`src/rtl/matmul_sequencer.sv`:
```
// matmul_sequencer: sequences an N x N matrix multiply O = A * W.
// A is read from Feature Memory (row-major at word 0), W from Weight Memory (row-major
// at word 0). Results go back into Feature Memory from word RES_BASE onward, i outer, j inner.
// Each element takes N READ cycles, one DRAIN cycle and one WRITE cycle.
//
// Ports:
//   clk, rst         clock, asynchronous active-high reset
//   start            level request, sampled only in IDLE; a held level never retriggers
//   fmem_raddr/rdata Feature Memory read port (data one cycle after address)
//   wmem_raddr/rdata Weight Memory read port (data one cycle after address)
//   fmem_we/waddr/wdata registered result write port, one strobe per element
//   busy             high in READ, DRAIN and WRITE
//   done             one-cycle completion pulse
//
// Build option: define MATMUL_SAT_EN to saturate results to 2^DW-1 instead of
// truncating them modulo 2^DW.

module matmul_sequencer #(
  parameter int unsigned N        = 4,
  parameter int unsigned DW       = 8,
  parameter int unsigned FAW      = 6,
  parameter int unsigned WAW      = 4,
  parameter int unsigned RES_BASE = 16
) (
  input  logic           clk,
  input  logic           rst,
  input  logic           start,
  output logic [FAW-1:0] fmem_raddr,
  input  logic [DW-1:0]  fmem_rdata,
  output logic [WAW-1:0] wmem_raddr,
  input  logic [DW-1:0]  wmem_rdata,
  output logic           fmem_we,
  output logic [FAW-1:0] fmem_waddr,
  output logic [DW-1:0]  fmem_wdata,
  output logic           busy,
  output logic           done
);

  localparam int unsigned CW = (N > 1) ? $clog2(N) : 1;
  // Wide enough to sum N full-scale products without overflow.
  localparam int unsigned AW = 2 * DW + $clog2(N);
  localparam logic [CW-1:0] Last = CW'(N - 1);

  typedef enum logic [2:0] {StIdle, StRead, StDrain, StWrite, StDone, StHold} state_t;

  state_t          state_q, state_d;
  logic [CW-1:0]   i_q, j_q, k_q;
  logic [AW-1:0]   acc_q, acc_d;
  logic            rvalid_q;
  logic [2*DW-1:0] prod;
  logic [DW-1:0]   res;
  logic            last_elem;

  assign last_elem = (i_q == Last) && (j_q == Last);

  // Next state and decoded outputs.
  always_comb begin
    state_d    = state_q;
    busy       = 1'b0;
    done       = 1'b0;
    fmem_raddr = '0;
    wmem_raddr = '0;
    unique case (state_q)
      StIdle: if (start) state_d = StRead;
      StRead: begin
        busy       = 1'b1;
        fmem_raddr = FAW'(32'(i_q) * N + 32'(k_q));
        wmem_raddr = WAW'(32'(k_q) * N + 32'(j_q));
        if (k_q == Last) state_d = StDrain;
      end
      StDrain: begin
        busy    = 1'b1;
        state_d = StWrite;
      end
      StWrite: begin
        busy    = 1'b1;
        state_d = last_elem ? StDone : StRead;
      end
      StDone: begin
        done    = 1'b1;
        state_d = start ? StHold : StIdle;
      end
      StHold: if (!start) state_d = StIdle;
      default: state_d = StIdle;
    endcase
  end

  // Read data lags the address by a cycle, so the product is folded in one cycle later.
  always_comb begin
    prod  = (2 * DW)'(fmem_rdata) * (2 * DW)'(wmem_rdata);
    acc_d = rvalid_q ? acc_q + AW'(prod) : acc_q;
`ifdef MATMUL_SAT_EN
    res   = (acc_d > AW'({DW{1'b1}})) ? {DW{1'b1}} : acc_d[DW-1:0];
`else
    res   = acc_d[DW-1:0];
`endif
  end

  always_ff @(posedge clk or posedge rst) begin
    if (rst) begin
      state_q <= StIdle;
    end else begin
      state_q <= state_d;
    end
  end

  always_ff @(posedge clk or posedge rst) begin
    if (rst) begin
      i_q        <= '0;
      j_q        <= '0;
      k_q        <= '0;
      acc_q      <= '0;
      rvalid_q   <= 1'b0;
      fmem_we    <= 1'b0;
      fmem_waddr <= '0;
      fmem_wdata <= '0;
    end else begin
      rvalid_q <= (state_q == StRead);
      // Result is captured on entry to WRITE, using the accumulator including the last product.
      fmem_we  <= (state_d == StWrite);
      if (state_d == StWrite) begin
        fmem_waddr <= FAW'(RES_BASE + 32'(i_q) * N + 32'(j_q));
        fmem_wdata <= res;
      end
      case (state_q)
        StIdle: begin
          if (start) begin
            i_q   <= '0;
            j_q   <= '0;
            k_q   <= '0;
            acc_q <= '0;
          end
        end
        StRead: begin
          k_q   <= (k_q == Last) ? '0 : k_q + 1'b1;
          acc_q <= acc_d;
        end
        StDrain: acc_q <= acc_d;
        StWrite: begin
          acc_q <= '0;
          if (last_elem) begin
            i_q <= '0;
            j_q <= '0;
          end else if (j_q == Last) begin
            j_q <= '0;
            i_q <= i_q + 1'b1;
          end else begin
            j_q <= j_q + 1'b1;
          end
        end
        default: ;
      endcase
    end
  end

endmodule
```
`config.mk`:
```
export PLATFORM = sky130hd
export DESIGN_NAME = matmul_sequencer
export DESIGN_NICKNAME = d
export VERILOG_FILES = /design/src/rtl/matmul_sequencer.sv
export SDC_FILE = /design/constraint.sdc
export NUM_CORES = 1
export LEC_CHECK = 0
export CORE_ASPECT_RATIO = 0.75
export CORE_MARGIN = 1
export CORE_UTILIZATION = 25
export CTS_BUF_LIST = sky130_fd_sc_hd__clkbuf_8 sky130_fd_sc_hd__clkbuf_16
export CTS_CLUSTER_SIZE = 16
export DETAILED_ROUTE_END_ITERATION = 8
export SYNTH_ARGS = -nofsm -noshare
export SYNTH_HDL_FRONTEND = slang
export SYNTH_SLANG_ARGS = --single-unit
```
`constraint.sdc`:
```
create_clock -name clk -period 4.7 [get_ports clk]
set_clock_uncertainty 0.15 [all_clocks]
set_input_delay 1.41 -clock clk [delete_from_list [all_inputs] [get_ports clk]]
set_output_delay 1.41 -clock clk [all_outputs]
set_load 0.01 [all_outputs]
```
==> results by group, run 1 <==
Final layout
  • Fraction of layout cells with a size suffix above 1: 22.4%
  • Diode count: 0
  • Nets@finish: 373
  • Area Overhead vs Synth: 37.6%
  • Util after Layout: 35.7%
  • Post-Layout Cell Count: 449

Critical path
  • Critical path's top delay family: adder cells
  • CP peak stage delay: 0.51 ns
  • Crit-path max FO: 3
  • Crit Reg-Reg Endpoint: fmem_wdata[7]$_DFFE_PP0P_
  • Cells on worst reg2reg path: 15
  • CP arrival: 4.98 ns
  • Origin of the worst setup path: fmem_rdata[3]
  • Buf/Inv on CP: 4
  • Worst Setup EP: fmem_wdata[7]$_DFFE_PP0P_
  • Endpoint type of the worst setup path: flip-flop
  • Critical path's slowest cell: fa_1
  • Worst setup SP type: primary input
  • Reg2reg setup slack: 0.50 ns
  • Worst Path Required: 4.71 ns
  • RR Startpoint: acc_q[4]$_DFFE_PP0P_
  • Crit path cell chain: buf_8 > nand2_4 > fa_1 > inv_2 > fa_1 > ha_1 > inv_2 > fa_1 > inv_2 > fa_2 > a21o_1 > a21oi_2 > xnor3_1 > xnor3_1 > a21oi_2 > mux2_4
  • Critical path class: in2reg
  • Crit path depth: 16

Routing
  • Final routed DRC violation total: 0
  • Drt wl/cell: 12.9 um
  • Final wirelength: 5.79 mm
  • TritonRoute pass-1 iters: 4
  • Post-route ant nets: 0
  • Vias per inst: 4.26
  • Initial DRC Count: 53
  • Via Count: 1912

Clock network
  • Worst-Skew Late Latency: 0.27 ns
  • Clock transition at path regs: 0.05 ns
  • CTS tree: built
  • # hold bufs at CTS: 0
  • Clock root buffer master: clkbuf_16
  • Clk sink count: 32
  • Total CTS buffers: 5
  • H-tree levels: 2
  • CTS Buffer Depth: 2

Floorplan
  • Core area: 9740 um^2
  • Die area: 10500 um^2
  • Io pins: 46
  • Die Wd: 118 um
  • Floorplan row count: 31
  • Die height: 89.1 um
  • Initial core utilization: 26.0%

Synth
  • Synth area leaders: dfrtp_1, fa_1, ha_1, inv_1, and2_1
  • Syn_area_per_cell: 9.80 um^2
  • Count leader, synth: inv_1
  • Ys flop type: dfrtp_1
  • Share of the synthesized area in the top cell type: 31.7%
  • Syn. warnings: 0
  • Seq cells post-synth: 32
  • Post-Syn Area: 2530 um^2
  • Async S/R FF share, synth: 100%
  • Cell count after synthesis: 258
  • Post-synth EDFFs: 0
  • Sequential element share of the synthesized area: 31.7%
  • Synth cell count leaders: inv_1, dfrtp_1, nand2_1, ha_1
  • Post-synth cell types: 36
  • Synth area leader: dfrtp_1

STA
  • Slew margin rel.: 38.7%
  • Tcrit/Tclk final: 106%
  • FMAX: 0.201 GHz
  • Minimum clock period: 4.97 ns
  • Fin. Hold Viols: 0
  • Final worst slack: -0.272 ns
  • Worst-Margin Slew: 0.917 ns
  • Final setup fails: 2
  • Final Slew Violations: 0
  • RSZ-0062 raised after global routing: yes

Power
  • Tot Pwr: 2.21 mW
  • Power Density: 635 nW/um^2
  • Lkg Pwr: 1.66 nW
  • Max VDD drop: 0.216 mV

Global route
  • First-pass GRT wire length: 9.66 mm
  • Gr usage total: 11.7%
  • Antenna violations before repair: 0
  • GRT overflow: 0
  • Largest net degree at the start of global routing: 33
  • Number of global-route vias before repair: 1949

Worst hold path
  • Hold Path Class: reg2reg

Place
  • Placed wire-length estimate: 4.63 mm
  • Placed Cells: 438
  • RePlAce Congestion: 0.801
  • # port buffers: 42

Job
  • Max_cap viols: 0

Status
  • Violated checks: setup timing
  • Outcome: finished with violations
## registers in the layout, indices dropped and copies added, names as in the netlist
signal	flops
acc_q	8
fmem_wdata	8
fmem_waddr	5
state_q	3
i_q	2
j_q	2
k_q	2
fmem_we	1
rvalid_q	1
## layer usage
layer | vias to the layer above | global-route usage (%) | part of all wire, %
li1 | 940 | - | -
met1 | 935 | 16.7 | 51
met2 | 32 | 18.2 | 45
met3 | 5 | 3.13 | 4.0
met4 | 0 | 1.52 | 0.69
met5 | - | 0 | 0
## stage by stage
step	setup TNS, ns	worst slack, ns	hold slack (ns)	cell area (um^2)
final	-0.345	-0.272	0.351	3480
after global routing	-0.513	-0.364	0.384	3480
after CTS	-0.307	-0.266	0.356	3410
after detailed placement	-4.44	-1.02	0.331	3230
after global placement	-4.11	-0.938	0.318	3230
after floorplan	-0.158	-0.158	0.322	2590
## worst reg2reg max path: stages (launching register included)
cell and delay [ns]:
dfrtp_1 0.38, inv_1 0.08, fa_1 0.55, inv_2 0.04, fa_1 0.45, ha_1 0.31
inv_2 0.04, fa_1 0.51, inv_2 0.05, fa_2 0.39, a21o_1 0.20, a21oi_2 0.12
xnor3_1 0.24, xnor3_1 0.25, a21oi_2 0.06, mux2_4 0.28
## where the power goes
part,internal [mW],switching [mW]
Sequential,0.386,0.111
Combinational,0.717,0.630
Clock,0.249,0.117
## layout by cell type, fill, tap and decap left out, types with 4 or more instances in the layout
cell,netlist,final
a21oi_1,12,10
a22o_1,10,10
and2_1,18,16
buf_4,5,18
clkbuf_16,0,5
clkdlybuf4s50_1,0,30
dfrtp_1,32,32
fa_1,18,16
ha_1,20,13
ha_4,0,4
inv_1,36,31
inv_2,0,5
mux2_2,6,6
mux2i_1,6,6
nand2_1,28,24
nand3_1,4,4
nor2_1,18,18
xnor2_1,12,11
## logic make-up (layout without fill, tap and decap cells)
group | Yosys count | in the layout | share of synthesized area, %
xor gates and xnor gates | 17 | 17 | 7.27
and+or+nand+nor | 78 | 78 | 14.7
AOI/OAI and AO/OA | 31 | 31 | 8.11
other | 1 | 3 | 0.148
muxes | 13 | 13 | 5.64
DFF | 32 | 32 | 31.7
adders and majority gates | 38 | 38 | 24.1
buffers and inverters | 48 | 105 | 8.26
## worst min path at each step
| stage | slack (ns) | startpoint | end | cells past startpoint |
|---|---|---|---|---|
| 2_1_floorplan | 0.32 | acc_q[5]$_DFFE_PP0P_ | acc_q[5]$_DFFE_PP0P_ | 2 |
| 3_3_place_gp | 0.32 | fmem_waddr[4]$_DFFE_PP0P_ | fmem_waddr[4]$_DFFE_PP0P_ | 1 |
| 3_5_place_dp | 0.33 | fmem_waddr[4]$_DFFE_PP0P_ | fmem_waddr[4]$_DFFE_PP0P_ | 1 |
| 4_1_cts | 0.36 | fmem_waddr[4]$_DFFE_PP0P_ | fmem_waddr[4]$_DFFE_PP0P_ | 1 |
| 5_1_grt | 0.38 | fmem_waddr[4]$_DFFE_PP0P_ | fmem_waddr[4]$_DFFE_PP0P_ | 1 |
| 6_report | 0.35 | fmem_waddr[4]$_DFFE_PP0P_ | fmem_waddr[4]$_DFFE_PP0P_ | 1 |
## layout make-up
| cell class | count | area (um^2) |
|---|---|---|
| Fill cell | 972 | 6260 |
| Clock buffer | 5 | 125 |
| Inverter | 36 | 135 |
| Sequential cell | 32 | 801 |
| Tap cell | 132 | 165 |
| Timing Repair Buffer | 61 | 574 |
| Multi-Input combinational cell | 180 | 1640 |
| Clock inverter | 3 | 42.5 |
## timing repair
action | 4_1_cts | 5_1_grt
setup buffers | 1 | 2
endpoints found under the setup margin | 7 | 4
endpoints found under the hold margin | 0 | 0
pin swaps | 9 | 10
gates resized for setup | 37 | 28
(Power assumes the default switching activity.)
==> run 2: changes to the inputs <==
--- a/config.mk
+++ b/config.mk
@@ -11,6 +11,7 @@
 export CTS_BUF_LIST = sky130_fd_sc_hd__clkbuf_8 sky130_fd_sc_hd__clkbuf_16
 export CTS_CLUSTER_SIZE = 16
 export DETAILED_ROUTE_END_ITERATION = 8
+export PLACE_DENSITY = 0.52
 export SYNTH_ARGS = -nofsm -noshare
 export SYNTH_HDL_FRONTEND = slang
 export SYNTH_SLANG_ARGS = --single-unit
==> run 2 against run 1 <==
  * The run still ends with setup timing left
  * Final cell count shrank 0.22%
  * Final area shrank 0.11%
  * Sequential share of layout area about the same
  * Die area is the same
  * Wire length decreased by 0.41%
  * Critical endpoint unchanged
  * Highest routed layer unchanged
==> results by group, run 2 (synthesized netlist as in run 1, its figures left out) <==
Status
  • Outcome: finished with violations
  • Violated checks: setup timing

Worst hold path
  • WHS Path Cells: 1
  • Hold Path Sink: fmem_waddr[4]$_DFFE_PP0P_
  • Hold Path Class: reg2reg
  • Hold path start: fmem_waddr[4]$_DFFE_PP0P_

Final layout
  • Top Registers: acc_q x8, fmem_wdata x8, fmem_waddr x5
  • Diode count: 0
  • Cell area after layout: 3470 um^2
  • Post-Layout Cell Count: 448
  • Util after Layout: 35.7%
  • Most common cell after layout, fill and taps aside: inv_1
  • Nets@finish: 372
  • Area Overhead vs Synth: 37.4%
  • Most frequent cells in the layout: inv_1, dfrtp_1, clkdlybuf4s50_1
  • Fraction of layout cells with a size suffix above 1: 24.1%

Critical path
  • Cells on worst reg2reg path: 15
  • Worst setup SP type: primary input
  • Reg2reg setup slack: 0.57 ns
  • Critical path class: in2reg
  • Worst Path Required: 4.71 ns
  • Crit-path max FO: 3
  • RR Startpoint: acc_q[4]$_DFFE_PP0P_
  • Endpoint type of the worst setup path: flip-flop
  • CP arrival: 4.90 ns
  • Crit Reg-Reg Endpoint: fmem_wdata[7]$_DFFE_PP0P_

Clock network
  • Clock transition at path regs: 0.05 ns
  • Clock root buffer master: clkbuf_16
  • Worst-Skew Late Latency: 0.28 ns
  • Total CTS buffers: 5
  • Clk sink count: 32
  • CTS Buffer Depth: 2
  • CTS tree: built
  • H-tree levels: 2

STA
  • FMAX: 0.204 GHz
  • Tcrit/Tclk final: 104%
  • Slew margin rel.: 39.1%
  • Minimum clock period: 4.89 ns
  • Final worst slack: -0.191 ns
  • Fin. Hold Viols: 0
  • Final setup fails: 2
  • Worst-Margin Slew: 0.911 ns
  • RSZ-0062 raised after global routing: yes
  • Setup tns final: -0.205 ns
  • Final Slew Violations: 0

Floorplan
  • Die area: 10500 um^2
  • Floorplan row count: 31
  • Io pins: 46
  • Core area: 9740 um^2
  • Die Wd: 118 um
  • Initial core utilization: 26.0%
  • Die height: 89.1 um

Job
  • Max_cap viols: 0

Place
  • RePlAce Congestion: 0.784
  • Placed wire-length estimate: 4.43 mm
  • Cell area after placement: 3220 um^2
  • Placed Cells: 437
  • # port buffers: 42

Routing
  • Via Count: 1851
  • Final routed DRC violation total: 0
  • Final wirelength: 5.77 mm
  • Vias per inst: 4.13
  • Post-route ant nets: 0
  • Drt wl/cell: 12.9 um
  • TritonRoute pass-1 iters: 4
  • Initial DRC Count: 104

Power
  • Power Density: 662 nW/um^2
  • Lkg Pwr: 1.65 nW
  • Max VDD drop: 0.245 mV

Global route
  • First-pass GRT wire length: 9.60 mm
  • Number of global-route vias before repair: 1874
  • Largest net degree at the start of global routing: 33
  • GRT overflow: 0
  • Antenna violations before repair: 0
  • Gr usage total: 11.7%
-- run 2: worst max-delay path by stage --
| stage | start | to | slack [ns] | cells after the start |
|---|---|---|---|---|
| 6_report | fmem_rdata[5] | fmem_wdata[7]$_DFFE_PP0P_ | -0.19 | 15 |
| 3_3_place_gp | wmem_rdata[0] | fmem_wdata[7]$_DFFE_PP0P_ | -0.96 | 15 |
| 3_5_place_dp | wmem_rdata[0] | fmem_wdata[7]$_DFFE_PP0P_ | -1.07 | 15 |
| 2_1_floorplan | wmem_rdata[0] | fmem_wdata[7]$_DFFE_PP0P_ | -0.16 | 15 |
| 4_1_cts | wmem_rdata[0] | fmem_wdata[7]$_DFFE_PP0P_ | -0.21 | 16 |
| 5_1_grt | wmem_rdata[0] | fmem_wdata[7]$_DFFE_PP0P_ | -0.36 | 16 |
-- run 2: critical path, stage by stage --
cell	delay, ns
buf_2	0.13
nand2_2	0.06
fa_1	0.47
inv_1	0.05
fa_1	0.50
inv_1	0.06
fa_1	0.49
fa_1	0.51
inv_2	0.04
ha_4	0.21
a21oi_2	0.13
xnor3_1	0.25
xnor3_1	0.23
a21oi_1	0.08
mux2_4	0.28
-- run 2: final cells by class --
type,instances,area (um^2)
Clock inverter,3,42.5
Tap cell,132,165
Clock buffer,5,125
Fill cell,965,6260
Inverter,36,135
Timing Repair Buffer,60,549
Multi-Input combinational cell,180,1660
Sequential cell,32,801
-- run 2: power by group --
group / total, mW / switching [mW] / internal, mW / leakage, nW
sequential: 0.494 / 0.109 / 0.385 / 0.400
combinational: 1.44 / 0.661 / 0.776 / 1.17
clock: 0.370 / 0.122 / 0.249 / 0.0798
total: 2.30 / 0.892 / 1.41 / 1.65
-- run 2: per-stage QoR --
stage | hold WS (ns) | power [mW] | setup slack [ns]
6_report | 0.326 | 2.30 | -0.191
5_1_grt | 0.375 | 2.52 | -0.363
4_1_cts | 0.328 | 2.28 | -0.211
3_5_place_dp | 0.303 | 1.81 | -1.07
3_3_place_gp | 0.308 | 1.78 | -0.955
2_1_floorplan | 0.322 | 1.40 | -0.158
-- run 2: layer usage --
metal	track usage (%)	routed length [um]
met4	1.40	13
met1	17.7	3130
met3	3.13	216
met2	17.0	2410
met5	0	0
-- run 2: timing repair --
action / CTS / global route
hold endpoints to repair: 0 / 0
resized for setup: 69 / 6
pin swaps: 15 / 7
setup buffers: 3 / 1
endpoints found under the setup margin: 6 / 3
hold buffers: 0 / 0
==> edit 1, RTL diff (settings of run 2) <==
The 6 states of `state_t` get a one-hot encoding in 6 bits.
--- a/src/rtl/matmul_sequencer.sv
+++ b/src/rtl/matmul_sequencer.sv
@@ -41,7 +41,7 @@
   localparam int unsigned AW = 2 * DW + $clog2(N);
   localparam logic [CW-1:0] Last = CW'(N - 1);
 
-  typedef enum logic [2:0] {StIdle, StRead, StDrain, StWrite, StDone, StHold} state_t;
+  typedef enum logic [5:0] {StIdle = 6'b000001, StRead = 6'b000010, StDrain = 6'b000100, StWrite = 6'b001000, StDone = 6'b010000, StHold = 6'b100000} state_t;
 
   state_t          state_q, state_d;
   logic [CW-1:0]   i_q, j_q, k_q;
Behaviour: no difference found for any inputs over 10 cycles, from zero or initial values and one cycle with rst high; not proved beyond that.
==> edit 1 against run 2 <==
  * The run still ends with negative setup slack left
  * Power down 36%
  * Routed wire length is 3.5% higher
  * Sequential cell count rose by 3
  * Worst setup slack improved by 0.064 ns
  * Final cell count grew 7.4%
  * Synthesized area rose by 6.3%
  * Cell area increased by 3.6%
  * Clock power shrank 15%
  * Critical path type unchanged
  * Critical endpoint unchanged
  * Largest cell class unchanged
  * Largest power group unchanged
  * Highest routed layer unchanged
==> edit 1: results (changes against run 2) <==
outcome: finished with violations
violated checks: negative setup slack
Data arrival, critical path: 4.84 ns (-0.06 ns)
met2 wire len: 2658 um (+10%)
largest net degree at the start of global routing: 36 (+9.1%)
top flop regs: acc_q x8, fmem_wdata x8, state_q x6
placed cells: 468 (+7.1%)
synth warn: 0 (unchanged)
post-synthesis sequential area ratio: 0.3264 (+0.009675)
# setup viols final: 1 (-1)
Crit path largest cell delay: 0.54 ns (+0.03 ns)
Clock Latency Late Sink: 0.27 ns
Hold Path Stages: 1 (unchanged)
global-route wire length before repair: 10360 um (+7.8%)
met3 Use GR: 0.02736 (-0.003887)
slowest CP cell: fa_2
PnR worst setup slack: -0.1271 ns (+0.06360 ns)
Peak VDD IR: 171.2 uV (-30%)
First-pass DRT Iterations: 4 (unchanged)
Final Cycle Share: 1.027 (-0.01353)
layout cells sized above 1: 0.1942 (-0.04630)
crit path max fanout: 5 (+2)
initial antenna violation count: 0 (unchanged)
top cells by area, synth: dfrtp_1, fa_1, ha_1
Final #Nets: 401 (+7.8%)
CTS Buffer Depth: 2 (unchanged)
Inserted Diodes: 0 (unchanged)
Mean Syn Cell Area: 9.397 um2 (-4.1%)
Routed WL: 5971 um (+3.5%)
H-tree Lvls: 2 (unchanged)
Iter 0 DRT Violations: 115 (+11%)
post-synth cell types: 35 (-2.8%)
CTS clk-pin slew, worst paths: 0.05 ns (about the same)
routed length on met3: 220 um (+1.9%)
Clock Tree Root: clkbuf_16
GR Util met2: 0.1757 (+0.006144)
Port-buffer cells: 42 (unchanged)
Max Used Layer: met4
GRT Overall Usage: 0.1193 (+0.002103)
DP Wirelength: 4661 um (+5.2%)
Synth top cells by count: nand2_1, inv_1, dfrtp_1
P_leak: 1.735 nW (+4.9%)
worst hold path class: reg2reg
Rel. slew slack: 0.4416 (+0.05046)
Vias/cell: 4.220 (+2.1%)
CP delay by family, top: adder cells
Fin Setup TNS: -0.1271 ns (+0.07790 ns)
worst reg2reg path depth: 15 (unchanged)
ys async rst share: 1.000 (unchanged)
number of CTS-inserted buffers: 5 (unchanged)
vias in the first global route: 2091 (+12%)
Cell Int Power: 0.9386 mW (-33%)
grt met1 use: 0.1749 (-0.002208)
GPL Wtd Cong: 0.7987 (+1.9%)
DP Area: 3358 um2 (+4.2%)
Setup WS pre-CTS: -1.031 ns (+0.04242 ns)
final instance count without filler cells: 481 (+7.4%)
Post-Route M1 WL: 3050 um (-2.4%)
Post-synth top flop: dfrtp_1
[edit 1: worst paths after layout]
kind                                      startpoint                        end  slack, ns
hold / removal             fmem_waddr[4]$_DFFE_PP0P_  fmem_waddr[4]$_DFFE_PP0P_       0.33
min in group asynchronous                        rst          fmem_we$_DFF_PP0_       1.38
setup / recovery                       wmem_rdata[1]  fmem_wdata[7]$_DFFE_PP0P_      -0.13
max in group asynchronous                        rst       state_q[0]$_DFF_PP1_       2.66
setup reg to reg                acc_q[4]$_DFFE_PP0P_  fmem_wdata[7]$_DFFE_PP0P_       0.71
hold reg to reg            fmem_waddr[4]$_DFFE_PP0P_  fmem_waddr[4]$_DFFE_PP0P_       0.33
[edit 1: cell families after synthesis]
kind of cell,Yosys count,synth area share
flip-flops,35,0.3264
multiplexers,7,0.02607
other,1,0.001395
buffers and inverters,49,0.08379
AO/OA/AOI/OAI,37,0.09032
XOR/XNOR,19,0.07496
AND/OR/NAND/NOR,100,0.1699
adder cells (fa/ha/maj),38,0.2272
[edit 1: power groups by stage]
stage / registers, mW / logic (mW) / clock network [mW]
6_report: 0.409 / 0.754 / 0.313
3_3_place_gp: 0.412 / 0.713 / 0
2_1_floorplan: 0.401 / 0.530 / 0
5_1_grt: 0.420 / 0.859 / 0.337
4_1_cts: 0.410 / 0.758 / 0.323
3_5_place_dp: 0.414 / 0.729 / 0
[edit 1: area by class of cell]
cell class                      instances  area [um2]
Clock inverter                          3       15.01
Timing Repair Buffer                   60       551.8
Sequential cell                        35       877.1
Inverter                               38       142.6
Clock buffer                            5       125.1
Tap cell                              136       170.2
Fill cell                            1107        6769
Multi-Input combinational cell        204        1719
[edit 1: what timing repair did]
item	CTS	global route
setup buffers	4	1
setup endpoints to repair	7	5
pin swaps	17	18
resized for setup	61	15
==> edit 2, RTL diff (settings of run 2) <==
Made on the original files. Set the parameter `N` to 2 (it was 4).
--- a/src/rtl/matmul_sequencer.sv
+++ b/src/rtl/matmul_sequencer.sv
@@ -16,7 +16,7 @@
 // truncating them modulo 2^DW.
 
 module matmul_sequencer #(
-  parameter int unsigned N        = 4,
+  parameter int unsigned N        = 2,
   parameter int unsigned DW       = 8,
   parameter int unsigned FAW      = 6,
   parameter int unsigned WAW      = 4,
Function: changed (a bounded check fails within 4 cycles, from zero or initial values and one cycle with rst high).
==> edit 2 against run 2 <==
  * Worst setup slack improved by 0.056 ns
  * Fmax increased by 1.2%
  * First-iteration DRC count decreased by 63%
  * Sequential cell count decreased by 5
  * Critical path depth increased by 1
  * Routed wire length decreased by 18%
  * Critical path type unchanged
  * Count of clock-buffer cells in the layout decreased by 2
  * Utilization decreased by 2.1 points
  * Via count decreased by 9.3%
  * Power decreased by 24%
  * Critical endpoint unchanged
  * Hold slack improved by 0.0022 ns
  * Cell area decreased by 12%
  * Synthesized area decreased by 7.9%
  * The flow still finishes with violations (negative setup slack)
  * Sequential power decreased by 11%
==> edit 2: results (changes against run 2) <==
outcome: finished with violations
violated checks: negative setup slack
Vias/cell: 3.998 (-3.2%)
DP Area: 2919 um2 (-9.5%)
Post-Synth Adder-Cell Area: 0.2460 (+0.004507)
Peak VDD IR: 307.8 uV (+25%)
DP Wirelength: 3787 um (-15%)
H-tree Lvls: 1 (-1)
Fillers: 944 (-2.2%)
# setup viols final: 1 (-1)
top flop regs: acc_q x8, fmem_wdata x8
GRT Overall Usage: 0.1023 (-0.01496)
worst reg2reg path depth: 14 (-1)
Tightest Pin Transition: 1.051 ns (+0.1395 ns)
Clock Latency Late Sink: 0.26 ns (-0.02 ns)
clock network fraction of design power: 0.112 (-0.049)
xor and xnor fraction of the mapped netlist area: 0.07895 (+0.006211)
PD cells: 578.1 nW/um2 (-13%)
r2r startpoint: acc_q[6]$_DFFE_PP0P_
Fin Setup TNS: -0.1350 ns (+0.07006 ns)
Post CTS Setup Buffer Count: 0 (-3)
largest net degree at the start of global routing: 28 (-15%)
post-synthesis sequential area ratio: 0.2900 (-0.02666)
P_leak: 1.436 nW (-13%)
post-synth cell types: 34 (-5.6%)
Iter 0 DRT Violations: 38 (-63%)
Data arrival, critical path: 4.84 ns (-0.06 ns)
GPL Wtd Cong: 0.7688 (-1.9%)
top cells by area, synth: dfrtp_1, fa_1, ha_1
Routed WL per cell: 11.25 um (-13%)
post-synthesis mux area share: 0.04672 (-0.009684)
Sw Ratio: 0.4027 (+0.01527)
PnR worst setup slack: -0.1350 ns (+0.05576 ns)
vias in the first global route: 1591 (-15%)
FF-to-FF setup slack: 0.69 ns (+0.12 ns)
Synth top cells by count: inv_1, dfrtp_1, nand2_1
Port-buffer cells: 36 (-14%)
Comb group: 1.12 mW (-22%)
-- edit 2: cell count changes after synthesis, moves of 5 or more --
| cell | change |
|---|---|
| a22o_1 | -10 |
| a32o_1 | +6 |
| a21oi_1 | +5 |
| and2_1 | -5 |
| buf_4 | +5 |
| dfrtp_1 | -5 |
-- edit 2: stage by stage --
step / instances / hold slack [ns]
after floorplan: 254 / 0.3220
after global placement: 416 / 0.3108
after detailed placement: 416 / 0.3198
after CTS: 420 / 0.3385
after global routing: 420 / 0.3387
final: 420 / 0.3283
-- edit 2: what timing repair did --
action / CTS / global route
hold buffers: 0 / 0
pin swaps: 15 / 4
endpoints found under the hold margin: 0 / 0
setup endpoints to repair: 8 / 2
gates resized for setup: 65 / 1
-- edit 2: worst max path at each step --
stage                              from                         to  slack [ns]  cells after the start
after floorplan           wmem_rdata[0]  fmem_wdata[7]$_DFFE_PP0P_       -0.20                     15
after global placement    wmem_rdata[0]  fmem_wdata[7]$_DFFE_PP0P_       -1.07                     15
after detailed placement  wmem_rdata[0]  fmem_wdata[7]$_DFFE_PP0P_       -1.10                     15
after CTS                 fmem_rdata[2]  fmem_wdata[7]$_DFFE_PP0P_       -0.15                     16
after global routing      fmem_rdata[1]  fmem_wdata[7]$_DFFE_PP0P_       -0.25                     14
final                     wmem_rdata[0]  fmem_wdata[7]$_DFFE_PP0P_       -0.13                     16
-- edit 2: layout make-up --
type                    count  area, um2  share of cell area
flip-flops and latches     27      675.6              0.2220
inverters                  38      142.6             0.04688
repair buffers             50      464.2              0.1525
clock buffers               3      75.07             0.02467
clock inverters             1      7.507            0.002467
well taps                 128      160.2             0.05263
multi-input cells         173       1518              0.4988
-- edit 2: metal layers --
metal	wire, um	track usage
met3	148	0.02332
met2	1965	0.1425
met1	2610	0.1648
met5	0	0
met4	0	0.003589
